[config.mk]
export PLATFORM = sky130hd
export DESIGN_NAME = lsu_mem_ctrl
export DESIGN_NICKNAME = d
export VERILOG_FILES = /design/src/rtl/lsu_pkg.sv /design/src/rtl/lsu_load_align.sv /design/src/rtl/lsu_mem_ctrl.sv
export SDC_FILE = /design/constraint.sdc
export NUM_CORES = 1
export LEC_CHECK = 0
export CAP_MARGIN = 30
export CORE_UTILIZATION = 40
export DETAILED_ROUTE_END_ITERATION = 7
export PLACE_DENSITY = 0.69
export SETUP_SLACK_MARGIN = 0.02
export SLEW_MARGIN = 20
export SYNTH_ARGS = -nofsm -noshare
export SYNTH_HDL_FRONTEND = slang
export SYNTH_HIERARCHICAL = 1
export SYNTH_SLANG_ARGS = --single-unit
[constraint.sdc]
create_clock -name clk -period 2.2 [get_ports clk]
set_input_delay 0.33 -clock clk [delete_from_list [all_inputs] [get_ports clk]]
set_output_delay 0.33 -clock clk [all_outputs]
set_load 0.005 [all_outputs]
[src/rtl/lsu_pkg.sv]
// Shared encodings for the load/store unit: decoder store-size and load-adjust codes
// plus the controller state type.
package lsu_pkg;

   localparam logic [1:0] SZ_W  = 2'b00;
   localparam logic [1:0] SZ_B  = 2'b01;
   localparam logic [1:0] SZ_H  = 2'b10;

   localparam logic [2:0] LD_W  = 3'b000;
   localparam logic [2:0] LD_B  = 3'b001;
   localparam logic [2:0] LD_H  = 3'b010;
   localparam logic [2:0] LD_BU = 3'b101;
   localparam logic [2:0] LD_HU = 3'b110;

   typedef enum logic [1:0] {
      ST_IDLE = 2'b00,
      ST_BUSY = 2'b01,
      ST_DONE = 2'b10
   } state_t;

endpackage

[src/rtl/lsu_load_align.sv]
// Picks the addressed byte/half out of a memory word and sign- or zero-extends it
// according to the load-adjust code.
module lsu_load_align
   import lsu_pkg::*;
(
   input  logic [31:0] rdata,
   input  logic [1:0]  offset,
   input  logic [2:0]  load_adj,
   output logic [31:0] data
);

   logic [7:0]  lane_b;
   logic [15:0] lane_h;

   always_comb begin
      lane_b = rdata[{offset, 3'b000} +: 8];
      lane_h = offset[1] ? rdata[31:16] : rdata[15:0];
      // NOTE: every output of a combinational block gets a value on every path
      // (default arm here), otherwise synthesis infers a latch.
      case (load_adj)
         LD_W:    data = rdata;
         LD_B:    data = {{24{lane_b[7]}}, lane_b};
         LD_H:    data = {{16{lane_h[15]}}, lane_h};
         LD_BU:   data = {24'd0, lane_b};
         LD_HU:   data = {16'd0, lane_h};
         default: data = '0;
      endcase
   end

endmodule

[src/rtl/lsu_mem_ctrl.sv]
// Load/store unit: validates the decoded access, runs one req/ack transaction to data
// memory with a timeout, and returns the aligned load result while stalling the core.
module lsu_mem_ctrl
   import lsu_pkg::*;
#(
   parameter int ADDR_W  = 32,
   parameter int TIMEOUT = 255
) (
   input  logic              clk,
   input  logic              rst_n,
   input  logic              req_valid,
   input  logic              mem_we,
   input  logic [1:0]        store_size,
   input  logic [2:0]        load_adj,
   input  logic [ADDR_W-1:0] addr,
   input  logic [31:0]       wdata,
   output logic              stall,
   output logic [31:0]       load_data,
   output logic              access_err,
   output logic              bus_req,
   output logic              bus_we,
   output logic [ADDR_W-1:0] bus_addr,
   output logic [3:0]        bus_be,
   output logic [31:0]       bus_wdata,
   input  logic [31:0]       bus_rdata,
   input  logic              bus_ack
);

   localparam logic [7:0] TMO_LIMIT = 8'(TIMEOUT);

   state_t      state, state_nxt;
   logic [7:0]  tmo_cnt;
   logic [2:0]  ld_adj_q;
   logic [1:0]  offset_q;
   logic        req_bad;
   logic [3:0]  st_be;
   logic [31:0] st_wdata;
   logic [31:0] align_data;
   logic        start, reject, complete, abort;

   // Illegal code or misaligned address for the selected access width.
   always_comb begin
      req_bad = 1'b0;
      if (mem_we) begin
         case (store_size)
            SZ_W:    req_bad = (addr[1:0] != 2'b00);
            SZ_B:    req_bad = 1'b0;
            SZ_H:    req_bad = addr[0];
            default: req_bad = 1'b1;
         endcase
      end else begin
         case (load_adj)
            LD_W:          req_bad = (addr[1:0] != 2'b00);
            LD_B, LD_BU:   req_bad = 1'b0;
            LD_H, LD_HU:   req_bad = addr[0];
            default:       req_bad = 1'b1;
         endcase
      end
   end

   always_comb begin
      st_be    = 4'b1111;
      st_wdata = wdata;
      case (store_size)
         SZ_B: begin
            st_be    = 4'b0001 << addr[1:0];
            st_wdata = {4{wdata[7:0]}};
         end
         SZ_H: begin
            st_be    = 4'b0011 << {addr[1], 1'b0};
            st_wdata = {2{wdata[15:0]}};
         end
         default: ;
      endcase
   end

   lsu_load_align u_align (
      .rdata    (bus_rdata),
      .offset   (offset_q),
      .load_adj (ld_adj_q),
      .data     (align_data)
   );

   always_comb begin
      state_nxt = state;
      start     = 1'b0;
      reject    = 1'b0;
      complete  = 1'b0;
      abort     = 1'b0;
      case (state)
         ST_IDLE: if (req_valid) begin
            if (req_bad) begin
               reject    = 1'b1;
               state_nxt = ST_DONE;
            end else begin
               start     = 1'b1;
               state_nxt = ST_BUSY;
            end
         end
         ST_BUSY: begin
            if (bus_ack) begin
               complete  = 1'b1;
               state_nxt = ST_DONE;
            end else if (tmo_cnt == TMO_LIMIT) begin
               abort     = 1'b1;
               state_nxt = ST_DONE;
            end
         end
         default: state_nxt = ST_IDLE;
      endcase
   end

   assign stall = req_valid && (state != ST_DONE);

   // NOTE: sequential state uses non-blocking assignments so every register samples
   // pre-edge values regardless of statement order.
   always_ff @(posedge clk or negedge rst_n) begin
      if (!rst_n) begin
         state      <= ST_IDLE;
         tmo_cnt    <= '0;
         ld_adj_q   <= '0;
         offset_q   <= '0;
         bus_req    <= 1'b0;
         bus_we     <= 1'b0;
         bus_addr   <= '0;
         bus_be     <= '0;
         bus_wdata  <= '0;
         load_data  <= '0;
         access_err <= 1'b0;
      end else begin
         state      <= state_nxt;
         access_err <= reject | abort;
         if (start) begin
            bus_req   <= 1'b1;
            bus_we    <= mem_we;
            bus_addr  <= {addr[ADDR_W-1:2], 2'b00};
            bus_be    <= mem_we ? st_be : 4'b1111;
            bus_wdata <= mem_we ? st_wdata : 32'd0;
            ld_adj_q  <= load_adj;
            offset_q  <= addr[1:0];
            tmo_cnt   <= '0;
         end else if (state == ST_BUSY && !complete && !abort) begin
            tmo_cnt <= tmo_cnt + 8'd1;
         end
         if (complete || abort) bus_req <= 1'b0;
         // Stores leave the previous load result untouched.
         if (reject || abort) load_data <= '0;
         else if (complete && !bus_we) load_data <= align_data;
      end
   end

endmodule

# Yosys cells after proc, flatten, opt, wreduce, memory -nomap -nowiden
# Cells that the tools add are included.
# classes
add_sub_neg,1
eq_ne,15
shift,3
mux,31
bitwise_logic,1
n_reduce_logical,20
# ops
op,n
one-hot mux 32 bit (5 select lines),1
two-way mux 32 bit,3
one-hot mux 32 bit (2 select lines),1
variable part select 32 x 6 -> 8 bit,1
two-way mux 16 bit,1
two-way mux 8 bit,2
two-way mux 1 bit,14
== test 3 bit (second input constant),4
adder 8 x 1 -> 8 bit (second input constant),1
== test 8 bit (second input constant),1
two-way mux 2 bit,4
one-hot mux 4 bit (2 select lines),1
nonzero test 2 bit,4
== test 3 x 1 -> 1 bit (second input constant),2
== test 3 x 2 -> 1 bit (second input constant),2
zero test 3 bit,2
one-hot mux 1 bit (3 select lines),2
== test 2 x 1 -> 1 bit (second input constant),2
logical AND 1 bit,4
zero test 2 bit,2
two-way mux 4 bit,1
inequality test 2 bit (second input constant),2
one-hot mux 2 bit (2 select lines),1
OR reduction 2 bit,2
8 further kinds,11
# totals
register_bits,116
input_bits,106
out_inout_bits,104
wordCells,82

# Depth between registers and ports, before layout
# Gate-level depths: netlist of the first run.
# depth
word_depth,9
depth_mapped,9
depth_no_buf,6

# Modules after synthesis
# The synthesis of the first run kept the hierarchy.
# modules_own_cells
mod,n_inst,cells_each,area_each_um2,seq_area_each_um2
lsu_mem_ctrl,1,452,5406.4,2902.8
lsu_load_align,1,105,877.1,0.0

# Least setup slack after synthesis of the first run
# No wires, ideal clock.
# synth_timing
kind,input -> register
startpoint,in store_size[0]
endpoint,reg bus_addr[10]
setup_time_ps,125
arrival_time_ps,1699
required_ps,2075
setup_slack_ps,376
stages,8
cell_sequence,inv_1 -> ha_1 -> a21oi_2 -> o211ai_4 -> o31a_1 -> buf_6 -> buf_8 -> mux2_4
# synth_via
elab_chain_cells,6
word_cells_on_any_way,8
cone_classes,eq/ne: 2; mux: 5; reduce/logical: 1
# synth_lines
element,line_no,rtl
"start, declared",lsu_mem_ctrl.sv:13,"input logic [1:0] store_size,"
"== test 2 bit, or another cell as far along",lsu_mem_ctrl.sv:45,case (store_size)
one-hot mux 1 bit (3 select lines) (*),lsu_mem_ctrl.sv:45,
two-way mux 1 bit (*),lsu_mem_ctrl.sv:44,if (mem_we) begin
two-way mux 1 bit (*),lsu_mem_ctrl.sv:92,if (req_bad) begin
two-way mux 1 bit (*),lsu_mem_ctrl.sv:91,ST_IDLE: if (req_valid) begin
two-way mux 1 bit (*),lsu_mem_ctrl.sv:90,case (state)
"end signal, assigned",lsu_mem_ctrl.sv:136,"bus_addr <= {addr[ADDR_W-1:2], 2'b00};"
"end, declared",lsu_mem_ctrl.sv:22,"output logic [ADDR_W-1:0] bus_addr,"
# Mark *: on every way between the ends. The rest lies on a longest branch, timed or not.
# A chain may end at the register's enable or synchronous reset.

# Worst setup path after layout of the first run
# layout_timing
startpoint,reg state[0]
endpoint,out stall
# layout_via
elab_chain_cells,2
# layout_lines
element,line_no,rtl
"start, declared",lsu_mem_ctrl.sv:31,"state_t state, state_nxt;"
"start signal, assigned",lsu_mem_ctrl.sv:131,state <= state_nxt;
inequality test 2 bit,lsu_mem_ctrl.sv:113,assign stall = req_valid && (state != ST_DONE);
logical AND 1 bit,lsu_mem_ctrl.sv:113,
"end, declared",lsu_mem_ctrl.sv:17,"output logic stall,"
# Every way passes these cells.

==> results of run 1 <==
## metrics by stage
stage          worst slack [ns]  instances  setup TNS (ns)
2_1_floorplan            0.3757        558               0
3_3_place_gp           -0.09720        966          -3.535
3_5_place_dp            -0.1746        966          -8.131
4_1_cts                  0.1208        999               0
5_1_grt                 0.04554        999               0
6_report                 0.1908        999               0
## critical path, delay by kind of cell (launching register included)
kind | cells | cell delay [ns]
flops | 1 | 0.47
buf+inv | 2 | 0.62
compound gates | 1 | 0.18
## final timing paths
kind,depth (start not counted),to,slack [ns],startpoint
max in group asynchronous,3,bus_wdata[23],1.12,rst_n
max reg2reg,6,load_data[2],0.25,ld_adj_q[0]
min in group clk,1,bus_req,0.49,bus_req
min reg2reg,1,bus_req,0.49,bus_req
min,2,load_data[7],0.37,rst_n
max,3,stall,0.19,state[0]
## cells in the mapped netlist, drive strengths merged (2+ instances only)
master and instances:
a21boi 2, nor3 2, nor3b 3, o211ai 19
mux2i 11, nor2b 14, and2 3, nand3b 19
a2bb2oi 5, a31oi 8, nand3 3, o22ai 9
nor4 2, ha 5, buf 30, dfrtp 116
a21oi 6, a211oi 2, o211a 3, nor2 64
o22a 3, a22o 8, or2 2, o31ai 2
inv 6, a221o 7, or3b 2, a32oi 2
mux2 72, nand2 56, clkbuf 16, a22oi 11
o2bb2ai 24, o21ai 4, nand4 2
## per-layer routing
metal	wire, um	up-vias	track usage (%)
met5	0	-	0
met4	235	0	7.073
met3	1325	16	6.365
met2	8163	199	36.19
met1	7829	2510	28.96
li1	-	2460	-
## sequential cells by signal (all words and copies together) (netlist names)
signal and flops:
tmo_cnt 8, bus_addr 30, bus_we 1, bus_be 4, access_err 1, bus_wdata 32, load_data 32, bus_req 1
state 2, offset_q 2, ld_adj_q 3
## cells by family after synthesis
| family | after synthesis | synth area share [%] |
|---|---|---|
| AND/OR/NAND/NOR | 179 | 14.12 |
| AO/OA/AOI/OAI | 120 | 16.53 |
| flip-flops | 116 | 46.20 |
| multiplexers | 83 | 16.63 |
| buffers and inverters | 52 | 5.336 |
| adder cells (fa/ha/maj) | 5 | 0.9956 |
| other | 1 | 0.05968 |
| XOR/XNOR | 1 | 0.1394 |
## area by class of cell
class | count | area [um2] | share of cell area [%]
Clock inverter | 10 | 152.6 | 1.633
Clock buffer | 22 | 474.2 | 5.074
Multi-Input combinational cell | 390 | 3065 | 32.80
Timing Repair Buffer | 244 | 2462 | 26.35
Inverter | 6 | 22.52 | 0.2410
Sequential cell | 116 | 2904 | 31.08
Tap cell | 211 | 264.0 | 2.825
## power breakdown
| part | internal, uW | switching, uW |
|---|---|---|
| Combinational | 3100 | 1870 |
| Sequential | 2960 | 679 |
| Clock | 1970 | 951 |
| Total | 8040 | 3500 |
## timing repair
| action | CTS | global route |
|---|---|---|
| hold buffers | 1 | 0 |
| resized for setup | 0 | 1 |
| hold endpoints to repair | 22 | 0 |
| setup endpoints to repair | 0 | 1 |
| buffers inserted | 0 | 0 |
==> results.txt, run 1 <==
----------------------------------------------------
[Synthesis]
  Proportion of register bits with asynchronous set or reset after synthesis ... 100.0%
  Primary flip-flop cell chosen by synthesis mapping ... dfrtp_1
  Area share of the leading cell type in the synthesized netlist ... 46.20%
  EDFF count, synth ... 0
  Post-Syn Area ... approximately 0.0063 mm2
  Yosys reg bits ... 116
  Post-Syn Instances ... 557
  Dominant cells by area after synthesis ... dfrtp_1 46%, mux2_4 7.9%, mux2_2 5.6%
  Synthesized area divided by synthesized cell count ... 11.28 um2
  Seq/Total Area, Yosys ... between 40% and 50%
  Library cells used by synthesis ... 63
  Number of synthesis warnings ... 6
  Yosys top cell by area ... dfrtp_1

[Placed design]
  Detail Placement HPWL ... between 10000 and 15000 um
  Placed cell area ... 0.008707 mm2
  Total of buffers placed on input and output ports ... 207
  Final Wtd Congestion ... 0.8610

[Run]
  Maximum capacitance violations ... 0

[Clock network]
  Num CTS Buffers ... 17
  Source-to-sink clock delay at the later pin of the worst-skew pair ... 0.41 ns
  Clock-pin slew reported for the worst setup and hold paths after clock tree synthesis ... approximately 0.050 ns
  Clock Path Buffers ... 2
  Root buffer cell ... clkbuf_16
  CTS sink count ... 116
  CTS tree ... built
  Number of levels the H-tree was split into ... 4

[Global route]
  Global-route total usage across every layer ... 22.36%
  Antenna violations before repair ... 0
  Overflow after GRT ... 0
  Largest net degree at the start of global routing ... 64
  Global-route wire length before repair ... between 20000 and 30000 um
  Vias in the first global route ... ~5400

[Setup path]
  Slowest cell on crit path ... clkdlybuf4s50_1
  Class of the most critical setup path ... flip-flop to output port
  Largest stage delay, worst path ... 0.56 ns
  Critical path arrival ... 1.68 ns
  Critical-path maximum fanout ... 7
  Critical-path cell list ... inv_1, a21boi_0, clkdlybuf4s50_1
  Required time of the critical path ... between 1.5 and 2 ns
  Critical path startpoint category ... flip-flop
  Critical path endpoint category ... output port

[Final layout]
  Area added between synthesis and finish ... 48.73%
  Number of inserted diodes ... 0
  Area of all placed cells without fillers ... 0.009345 mm2
  Final net count ... 886
  Layout Utilization ... 61.25%
  Commonest cells after routing, fill and taps aside ... 206 x clkdlybuf4s50_1, 115 x dfrtp_1, 64 x nor2_1
  Number of filler cells placed in the layout ... between 1000 and 1500
  Layout cells sized above 1 ... 19.67%
  Most common library cell in the layout ignoring fill and taps ... clkdlybuf4s50_1

[STA]
  Final min period ... 2.009 ns
  Setup repair after global routing missed its margin ... false
  Number of endpoints with negative hold slack in the final report ... 0
  Highest achievable clock rate ... 497.7 MHz
  Final clock period utilization by the worst path ... 91.33%
  Worst hold slack ... 0.3739 ns
  Final count of negative-setup-slack endpoints ... 0
  Number of max-slew violations in the final report ... 0
  Clock skew after layout ... 0.006765 ns

[Detailed routing]
  Antenna-violating nets left ... 0
  Iter 0 DRT Violations ... 309
  Average via count per standard cell ... 5.190
  DR pass1 iterations ... 7
  Total via count after detailed routing ... 5185
  Residual DRC count ... 0
  Post-detailed-routing wire length ... 17550 um
  Detail-routed net length per standard cell ... around 18 um

[Power and ir drop]
  Overall power ... 11540 uW
  Worst ir drop on vdd ... 606.6 uV
  Static Leakage ... ~0.0042 uW
  Power per Cell Area ... 1235 mW/mm2

[Min path]
  Hold WC Path Type ... input pin to asynchronous set/reset pin

[Die]
  Die Span Y ... between 100 and 150 um
  Initial cell density of the core ... 41.18%
  Io pins ... 210
  Floorplan core area ... 0.01526 mm2
  Die boundary width ... 127.3 um
  Die outline area ... ~0.016 mm2
  Std-Cell Rows ... between 40 and 50

[Status]
  Outcome ... completed

----------------------------------------------------
Power figures use the tool's default switching activity.
==> run 2: changes to the inputs <==
- CTS_CLUSTER_DIAMETER: default -> 100
==> results of run 2 <==
The final DEF is identical to that of run 1; final timing and power are the same.
==> run 3: changes to the inputs <==
- RECOVER_POWER: default -> 25
==> results.txt, run 3 (synthesis results as in run 1) <==
----------------------------------------------------
[Clock network]
  Root buffer cell ... clkbuf_16
  CTS sink count ... 116 (unchanged)
  Number of levels the H-tree was split into ... 4 (unchanged)
  CTS tree ... built
  Num CTS Buffers ... 17 (unchanged)
  # Post-CTS Setup Buffers ... 0 (unchanged)
  Source-to-sink clock delay at the later pin of the worst-skew pair ... 0.41 ns (about the same)
  Clock Path Buffers ... 2 (unchanged)
  Clock-pin slew reported for the worst setup and hold paths after clock tree synthesis ... 0.05 ns (about the same)

[Placed design]
  Detail Placement HPWL ... 12610 um (unchanged)
  Final Wtd Congestion ... 0.8610 (unchanged)
  Setup slack after placement ... -0.1746 ns (unchanged)
  Placed cell area ... 0.008707 mm2 (unchanged)
  Total of buffers placed on input and output ports ... 207 (unchanged)

[STA]
  Final min period ... 2.010 ns (+0.0006920 ns)
  Final count of negative-setup-slack endpoints ... 0 (unchanged)
  Number of endpoints with negative hold slack in the final report ... 0 (unchanged)
  Setup repair after global routing missed its margin ... false
  Relative slew slack ... 44.15%
  Highest achievable clock rate ... 497.6 MHz (about the same)
  Least-Margin Pin Slew ... 0.8378 ns
  Clock skew after layout ... 0.006717 ns (-0.00004819 ns)
  Number of max-slew violations in the final report ... 0 (unchanged)
  Smallest setup slack after layout ... 0.1902 ns (-0.0006920 ns)
  Final clock period utilization by the worst path ... 91.36% (about the same)

[Final layout]
  Final net count ... 886 (unchanged)
  Commonest cells after routing, fill and taps aside ... 206 x clkdlybuf4s50_1, 115 x dfrtp_1, 64 x nor2_1
  Area of all sequential standard cells ... 0.002904 mm2 (unchanged)
  Number of inserted diodes ... 0 (unchanged)
  Area of all placed cells without fillers ... 0.009333 mm2 (-0.13%)
  Most common library cell in the layout ignoring fill and taps ... clkdlybuf4s50_1
  Largest registers ... bus_wdata (32), load_data (32), bus_addr (30)
  Layout cells sized above 1 ... 19.67% (unchanged)
  Multi-input logic area ... 0.003065 mm2 (unchanged)
  Area added between synthesis and finish ... 48.53%
  Number of filler cells placed in the layout ... 1260 (+0.16%)

[Setup path]
  Critical-path maximum fanout ... 7 (unchanged)
  Required time of the critical path ... 1.87 ns (about the same)
  Critical path arrival ... 1.68 ns (about the same)
  Class of the most critical setup path ... flip-flop to output port
  Largest stage delay, worst path ... 0.56 ns (about the same)
  Critical path endpoint category ... output port
  Slowest cell on crit path ... clkdlybuf4s50_1
  Critical path startpoint category ... flip-flop
  Critical-path cell list ... inv_1, a21boi_0, clkdlybuf4s50_1

[Global route]
  Overflow after GRT ... 0 (unchanged)
  Largest net degree at the start of global routing ... 64 (unchanged)
  Vias in the first global route ... 5442 (unchanged)
  Global-route total usage across every layer ... 22.36% (unchanged)
  Antenna violations before repair ... 0 (unchanged)
  Global-route wire length before repair ... 28350 um (unchanged)

[Detailed routing]
  Antenna-violating nets left ... 0 (unchanged)
  DR pass1 iterations ... 5 (-2)
  Average via count per standard cell ... 5.216 (+0.50%)
  Total via count after detailed routing ... 5211 (+0.50%)
  Detail-routed net length per standard cell ... 17.56 um (about the same)
  Iter 0 DRT Violations ... 270 (-13%)
  Residual DRC count ... 0 (unchanged)
  Post-detailed-routing wire length ... 17550 um (about the same)

[Power and ir drop]
  Static Leakage ... 0.004146 uW (-0.12%)
  Power per Cell Area ... 1235 mW/mm2 (about the same)
  Worst ir drop on vdd ... 604.8 uV (-0.30%)

[Die]
  Die boundary width ... 127.3 um (unchanged)
  Std-Cell Rows ... 45 (unchanged)
  Initial cell density of the core ... 41.18% (unchanged)
  Floorplan core area ... 0.01526 mm2 (unchanged)
  Die Span Y ... 127.3 um (unchanged)
  Die outline area ... 0.01621 mm2 (unchanged)
  Io pins ... 210 (unchanged)

[Status]
  Outcome ... completed

[Run]
  Maximum capacitance violations ... 0 (unchanged)

[Min path]
  Hold WC Path Type ... input pin to asynchronous set/reset pin

----------------------------------------------------
-- run 3: cell count changes in the layout (fill, tap and decap cells not counted), sizes merged --
cell / delta
clkbuf: +1
buf: -1
-- run 3: stage by stage --
step           instances  setup TNS, ns  hold WS [ns]  power (uW)  utilization [%]
2_1_floorplan        558              0       0.03441        6165                -
6_report             999              0        0.3665       11520            61.16
3_5_place_dp         966         -8.131        0.2617        8609            57.06
5_1_grt              999              0        0.3970       12170            61.16
4_1_cts              999              0        0.3772       11610            61.24
3_3_place_gp         966         -3.535        0.2553        8518            57.06
-- run 3: timing repair --
item,in CTS,in global routing
endpoints found under the setup margin,0,1
resized for setup,0,1
hold buffers,1,0
endpoints found under the hold margin,22,0
-- run 3: path summary, 6_finish.rpt --
| kind | startpoint | endpoint | slack [ns] | depth (start not counted) |
|---|---|---|---|---|
| min | rst_n | load_data[7] | 0.37 | 2 |
| max reg2reg | ld_adj_q[0] | load_data[2] | 0.26 | 6 |
| max | state[0] | stall | 0.19 | 3 |
| max in group asynchronous | rst_n | offset_q[1] | 0.62 | 3 |
| min reg2reg | bus_req | bus_req | 0.49 | 1 |
| min in group clk | bus_req | bus_req | 0.49 | 1 |
-- run 3: final cells by class --
class                   instances  area share (%)
multi-input cells             390           32.85
flip-flops and latches        116           31.12
repair buffers                244           26.25
clock buffers                  22           5.081
well taps                     211           2.829
clock inverters                10           1.636
inverters                       6          0.2413
-- run 3: critical path, delay by kind of cell, from the launching register on --
kind / cells / cell delay, ns
AO/OA/AOI/OAI: 1 / 0.18
buffers and inverters: 2 / 0.62
flip-flops: 1 / 0.48
-- run 3: routing by layer --
metal	vias to the layer above	wire length [um]	track usage, %
met5	-	0	0
met4	0	235	7.073
met3	18	1509	6.365
met2	228	8108	36.19
met1	2510	7690	28.96
li1	2455	-	-
-- run 3: power breakdown --
| part | internal (uW) | total [uW] | switching, uW |
|---|---|---|---|
| Clock | 1970 | 2920 | 949 |
| Sequential | 2960 | 3640 | 676 |
| Combinational | 3100 | 4960 | 1860 |
| Total | 8040 | 11500 | 3490 |
